`src/rtl/ysyx_23060184_axi_arbiter.sv`:
```
// Two-master AXI4 arbiter: IFU (read-only) and LSU (read/write) share one SoC master port.
// A grant covers one complete transaction; round-robin on ties; a watchdog frees stuck grants.
module ysyx_23060184_axi_arbiter #(
    parameter int DATA_WIDTH = 32,
    parameter int TIMEOUT    = 1023
) (
    input  logic                      clk,
    input  logic                      rst,
    input  logic                      ifu_req,
    input  logic                      lsu_req,
    output logic                      ifu_grant,
    output logic                      lsu_grant,
    output logic                      timeout_err,
    input  logic [DATA_WIDTH-1:0]     ifu_araddr,
    input  logic                      ifu_arvalid,
    output logic                      ifu_arready,
    output logic [DATA_WIDTH-1:0]     ifu_rdata,
    output logic [1:0]                ifu_rresp,
    output logic                      ifu_rlast,
    output logic                      ifu_rvalid,
    input  logic                      ifu_rready,
    input  logic [DATA_WIDTH-1:0]     lsu_araddr,
    input  logic                      lsu_arvalid,
    output logic                      lsu_arready,
    output logic [DATA_WIDTH-1:0]     lsu_rdata,
    output logic [1:0]                lsu_rresp,
    output logic                      lsu_rlast,
    output logic                      lsu_rvalid,
    input  logic                      lsu_rready,
    input  logic [DATA_WIDTH-1:0]     lsu_awaddr,
    input  logic                      lsu_awvalid,
    output logic                      lsu_awready,
    input  logic [DATA_WIDTH-1:0]     lsu_wdata,
    input  logic [DATA_WIDTH/8-1:0]   lsu_wstrb,
    input  logic                      lsu_wlast,
    input  logic                      lsu_wvalid,
    output logic                      lsu_wready,
    output logic [1:0]                lsu_bresp,
    output logic                      lsu_bvalid,
    input  logic                      lsu_bready,
    output logic [DATA_WIDTH-1:0]     soc_araddr,
    output logic                      soc_arvalid,
    input  logic                      soc_arready,
    input  logic [DATA_WIDTH-1:0]     soc_rdata,
    input  logic [1:0]                soc_rresp,
    input  logic                      soc_rlast,
    input  logic                      soc_rvalid,
    output logic                      soc_rready,
    output logic [DATA_WIDTH-1:0]     soc_awaddr,
    output logic                      soc_awvalid,
    input  logic                      soc_awready,
    output logic [DATA_WIDTH-1:0]     soc_wdata,
    output logic [DATA_WIDTH/8-1:0]   soc_wstrb,
    output logic                      soc_wlast,
    output logic                      soc_wvalid,
    input  logic                      soc_wready,
    input  logic [1:0]                soc_bresp,
    input  logic                      soc_bvalid,
    output logic                      soc_bready
);

    localparam logic [1:0] IDLE    = 2'd0;
    localparam logic [1:0] OWN_IFU = 2'd1;
    localparam logic [1:0] OWN_LSU = 2'd2;
    localparam logic [9:0] TIMEOUT_CNT = 10'(TIMEOUT);

    logic [1:0] state_q, state_d;
    logic       last_q, last_d;   // 0: IFU served last, 1: LSU served last
    logic [9:0] cnt_q, cnt_d;
    logic       owned, done, expired;

    assign ifu_grant   = (state_q == OWN_IFU);
    assign lsu_grant   = (state_q == OWN_LSU);
    assign owned       = ifu_grant | lsu_grant;
    assign done        = owned & ((soc_rvalid & soc_rready & soc_rlast) | (soc_bvalid & soc_bready));
    // Completion wins over a coincident watchdog expiry.
    assign expired     = owned & ~done & (cnt_q == TIMEOUT_CNT);
    assign timeout_err = expired;

    always_comb begin
        state_d = state_q;
        last_d  = last_q;
        cnt_d   = cnt_q;
        case (state_q)
            IDLE: begin
                cnt_d = '0;
                if (ifu_req && lsu_req) state_d = last_q ? OWN_IFU : OWN_LSU;
                else if (lsu_req)       state_d = OWN_LSU;
                else if (ifu_req)       state_d = OWN_IFU;
            end
            OWN_IFU, OWN_LSU: begin
                cnt_d = cnt_q + 10'd1;
                if (done || expired) begin
                    state_d = IDLE;
                    last_d  = lsu_grant;
                end
            end
            default: state_d = IDLE;
        endcase
    end

    always_ff @(posedge clk or posedge rst) begin
        if (rst) begin
            state_q <= IDLE;
            last_q  <= 1'b0;
            cnt_q   <= '0;
        end else begin
            state_q <= state_d;
            last_q  <= last_d;
            cnt_q   <= cnt_d;
        end
    end

    always_comb begin
        soc_araddr  = '0;
        soc_arvalid = 1'b0;
        soc_rready  = 1'b0;
        soc_awaddr  = '0;
        soc_awvalid = 1'b0;
        soc_wdata   = '0;
        soc_wstrb   = '0;
        soc_wlast   = 1'b0;
        soc_wvalid  = 1'b0;
        soc_bready  = 1'b0;
        ifu_arready = 1'b0;
        ifu_rdata   = '0;
        ifu_rresp   = '0;
        ifu_rlast   = 1'b0;
        ifu_rvalid  = 1'b0;
        lsu_arready = 1'b0;
        lsu_rdata   = '0;
        lsu_rresp   = '0;
        lsu_rlast   = 1'b0;
        lsu_rvalid  = 1'b0;
        lsu_awready = 1'b0;
        lsu_wready  = 1'b0;
        lsu_bresp   = '0;
        lsu_bvalid  = 1'b0;
        if (ifu_grant) begin
            soc_araddr  = ifu_araddr;
            soc_arvalid = ifu_arvalid;
            soc_rready  = ifu_rready;
            ifu_arready = soc_arready;
            ifu_rdata   = soc_rdata;
            ifu_rresp   = soc_rresp;
            ifu_rlast   = soc_rlast;
            ifu_rvalid  = soc_rvalid;
        end else if (lsu_grant) begin
            soc_araddr  = lsu_araddr;
            soc_arvalid = lsu_arvalid;
            soc_rready  = lsu_rready;
            soc_awaddr  = lsu_awaddr;
            soc_awvalid = lsu_awvalid;
            soc_wdata   = lsu_wdata;
            soc_wstrb   = lsu_wstrb;
            soc_wlast   = lsu_wlast;
            soc_wvalid  = lsu_wvalid;
            soc_bready  = lsu_bready;
            lsu_arready = soc_arready;
            lsu_rdata   = soc_rdata;
            lsu_rresp   = soc_rresp;
            lsu_rlast   = soc_rlast;
            lsu_rvalid  = soc_rvalid;
            lsu_awready = soc_awready;
            lsu_wready  = soc_wready;
            lsu_bresp   = soc_bresp;
            lsu_bvalid  = soc_bvalid;
        end
    end

endmodule

```
`config.mk`:
```
export PLATFORM = sky130hd
export DESIGN_NAME = ysyx_23060184_axi_arbiter
export DESIGN_NICKNAME = d
export VERILOG_FILES = /design/src/rtl/ysyx_23060184_axi_arbiter.sv
export SDC_FILE = /design/constraint.sdc
export NUM_CORES = 1
export LEC_CHECK = 0
export CORE_AREA = 10 10 138 140
export DETAILED_ROUTE_END_ITERATION = 6
export DIE_AREA = 0 0 148 150
export PLACE_DENSITY = 0.52
export SYNTH_ARGS = -nofsm -noshare
export SYNTH_HDL_FRONTEND = slang
export SYNTH_SLANG_ARGS = --single-unit
```
`constraint.sdc`:
```
create_clock -name clk -period 4.6 [get_ports clk]
set_input_delay 0.92 -clock clk [delete_from_list [all_inputs] [get_ports clk]]
set_output_delay 0.92 -clock clk [all_outputs]
set_load 0.005 [all_outputs]
```
==> impl_metrics.csv <==
group,metric,value,unit
synthesis,post-synth-top-area-fraction,43.7,%
finish,stdcell_area,6180,um^2
sta,worst-slew-pin-transition,0.720,ns
worst_setup_path,crit_fanout,68,
place,globalplace.congestion,0.824,
floorplan,floorplan.io_pins,374,
place,buffer_ports.inserted,373,
power,p_leak,2.39,nW
synthesis,syn_area_per_cell,7.32,um^2
floorplan,core_region_area,16300,um^2
worst_setup_path,cp_slowest_cell,"sky130_fd_sc_hd__clkdlybuf4s50_1",
drt,dr.first_iter.drc_count,148,
clock_tree,clkLatencyLatePin,0.24,ns
sta,skew,0.00208,ns
drt,detail_route.wirelength,18.5,mm
clock_tree,clkSlewWorstSetupHoldPaths,0.05,ns
global_route,grt_antenna_before_repair,1,
clock_tree,htree_num_levels,1,
worst_hold_path,min_path_type,"reg2reg",
floorplan,std_cell_rows,47,
floorplan,die_width,148,um
run_status,status,"finished clean",
drt,dr_vias,3416,
floorplan,initial_utilization,13.2,%
finish,post_route_cells_drive_above_1_share,2.93,%
clock_tree,cts_buffer_depth,2,
power,vdd_drop_max,356,uV
sta,setup-tns-final,0,ns
clock_tree,cts_made_buffers,3,
floorplan,design.die.area,22200,um^2
global_route,grt_pass1_vias,3482,
power,cellPowerDensity,359,nW/um^2
sta,setup_viol,0,
finish,layout_common_cells,"sky130_fd_sc_hd__clkdlybuf4s50_1, sky130_fd_sc_hd__and2_1, sky130_fd_sc_hd__a22o_1, sky130_fd_sc_hd__dfrtp_1",
finish,layout.cells.most_common,"sky130_fd_sc_hd__clkdlybuf4s50_1",
clock_tree,postCtsSetupRepairBufs,0,
finish,area_growth_syn_to_layout,186,%
synthesis,postSynth.topFlopCell,"sky130_fd_sc_hd__dfrtp_1",
synthesis,number_of_distinct_standard_cells_referenced_by_the_synthesized_netlist,38,
place,postPlaceCellArea,6100,um^2
synthesis,synth-seq-area-share,15.1,%
finish,n_antenna_cell,0,
floorplan,fp.dieH,150,um
synthesis,synth_edf_count,0,
place,preCtsSetupSlack,1.34,ns
global_route,total_gr_overflow,0,
finish,final_nets,841,
synthesis,synth_fp_nets,486,
worst_setup_path,timing.setup.critical_path_class,"reg2out",
sta,minimum_setup_slack_in_the_final_design,1.13,ns
synthesis,synth_top_cell_by_area,"sky130_fd_sc_hd__and2_1",
worst_setup_path,critical_path.cell_chain,"inv_1 > ha_1 > nor2b_4 > buf_4 > and2_1 > clkdlybuf4s50_1",
worst_setup_path,reg2reg_from,"state_q[1]",
worst_setup_path,timing.reg2reg.setup_slack,2.39,ns
worst_setup_path,worst-endpoint-arrival,2.55,ns
global_route,first_pass_grt_wire_length,25.2,mm
synthesis,synth.cell_area,2160,um^2
drt,drt_pre_antenna_iters,4,
finish,fillerInstances,1712,
worst_setup_path,regToRegEndpoint,"state_q[0]",
worst_setup_path,end_kind,"output pin",
place,dpl.cell_count,865,
synthesis,synth-seq-cells,13,
worst_hold_path,hold-path-cell-count,1,
sta,worst_slew_margin,52.0,%
clock_tree,ctsRootBufferMaster,"sky130_fd_sc_hd__clkbuf_16",
run,cap_violations,0,
worst_setup_path,critical_path_required,3.68,ns
global_route,maximum_number_of_pins_on_one_net_before_global_route_repair,73,
finish,finalCoreUtilization,37.8,%
drt,detail_route.drc_violations,0,
sta,slew_viol_final,0,
clock_tree,post_cts_resized,0,
global_route,groute.usage.overall,14.9,%
worst_setup_path,worst_r2r_path_depth,7,
sta,clock_period_minus_worst_slack,3.47,ns
synthesis,netlist_top_cells_area,"sky130_fd_sc_hd__and2_1, sky130_fd_sc_hd__dfrtp_1, sky130_fd_sc_hd__a22o_1",
synthesis,synthArstFlopShare,100,%
worst_hold_path,min_to,"cnt_q[8]",
sta,timing.final.hold_violations,0,
clock_tree,tritoncts,"done",
sta,rsz0062_at_grt,"false",
synthesis,yosysWarnings,0,
drt,drtAntennaViolNets,0,
clock_tree,cts.hold.buffers_added,0,
sta,finalCritPeriodShare,75.4,%
worst_setup_path,crit_path_max_incr_delay,0.57,ns
drt,detail_route.wl_per_cell,21.3,um
finish,final_cells,869,
sta,max_freq,0.288,GHz
synthesis,number_of_instances_in_the_synthesized_netlist,295,
clock_tree,cts.sinks,13,
worst_setup_path,startpoint_type,"flip-flop",
place,hpwl_after_detailed_placement,16.2,mm
worst_hold_path,hold_path.startpoint,"cnt_q[8]",
drt,per_cell_via_count_in_the_routed_design,3.93,
## cell families (layout without fill, tap and decap cells)
group / count (synthesis) / in the layout / synth area share [%]
XOR/XNOR: 3 / 3 / 1.22
adder cells (fa/ha/maj): 5 / 5 / 2.90
multiplexers: 2 / 2 / 1.22
AO/OA/AOI/OAI: 55 / 55 / 21.0
buffers and inverters: 34 / 388 / 6.43
AND/OR/NAND/NOR: 183 / 183 / 52.1
flip-flops: 13 / 13 / 15.1
## synth_stat cells, types with 2 or more instances
cell / n
sky130_fd_sc_hd__buf_2: 6
sky130_fd_sc_hd__nand2_1: 8
sky130_fd_sc_hd__nand4_1: 2
sky130_fd_sc_hd__a22o_1: 35
sky130_fd_sc_hd__nor2b_1: 2
sky130_fd_sc_hd__and2_1: 151
sky130_fd_sc_hd__o21ai_0: 7
sky130_fd_sc_hd__clkbuf_1: 19
sky130_fd_sc_hd__nand3_1: 5
sky130_fd_sc_hd__nor2_1: 7
sky130_fd_sc_hd__dfrtp_1: 13
sky130_fd_sc_hd__ha_1: 5
sky130_fd_sc_hd__inv_1: 8
sky130_fd_sc_hd__a21o_1: 2
sky130_fd_sc_hd__xor2_1: 2
## area by class of cell
| type | instances | area, um^2 | area share [%] |
|---|---|---|---|
| Timing Repair Buffer | 376 | 3770 | 61.0 |
| Multi-Input combinational cell | 248 | 1700 | 27.5 |
| Sequential cell | 13 | 325 | 5.27 |
| Tap cell | 220 | 275 | 4.46 |
| Clock buffer | 4 | 78.8 | 1.28 |
| Inverter | 8 | 30.0 | 0.486 |
## registers in the layout, summed over array words and instances (netlist names)
register,cells
cnt_q,10
state_q,2
last_q,1
## report_power, final
part	leakage, nW	internal (W)	switching [W]
Combinational	2.17	0.00115	0.000752
Clock	0.0382	0.000117	0.0000497
Sequential	0.177	0.000134	0.0000188
Total	2.39	0.00140	0.000820
## critical path: cells and delay by family (launching register included)
| kind | cells | cell delay (ns) |
|---|---|---|
| buf+inv | 3 | 1.17 |
| simple gates | 2 | 0.52 |
| flops | 1 | 0.39 |
| fa+ha+maj | 1 | 0.21 |
## metal layers
layer	up-vias	share of wire [%]	GRT usage, %
met4	2	0.29	0.892
li1	1683	-	-
met2	155	54	28.4
met3	6	7.4	4.62
met1	1570	38	16.4
met5	-	0.092	0
## worst max path at each step
| stage | start | endpoint | cells past startpoint |
|---|---|---|---|
| after CTS | state_q[0] | lsu_bvalid | 6 |
| after global placement | ifu_rready | timeout_err | 5 |
| after floorplan | state_q[1] | lsu_bresp[0] | 7 |
| after detailed placement | ifu_rready | timeout_err | 5 |
| final | state_q[0] | lsu_rdata[29] | 6 |
| after global routing | state_q[0] | lsu_bvalid | 6 |
## through the flow
step | power (W) | hold slack (ns)
6_report | 0.00222 | 0.541
3_5_place_dp | 0.00208 | 0.539
3_3_place_gp | 0.00207 | 0.522
5_1_grt | 0.00238 | 0.568
4_1_cts | 0.00226 | 0.547
2_1_floorplan | 0.000864 | 0.494
(Power assumes the default switching activity.)
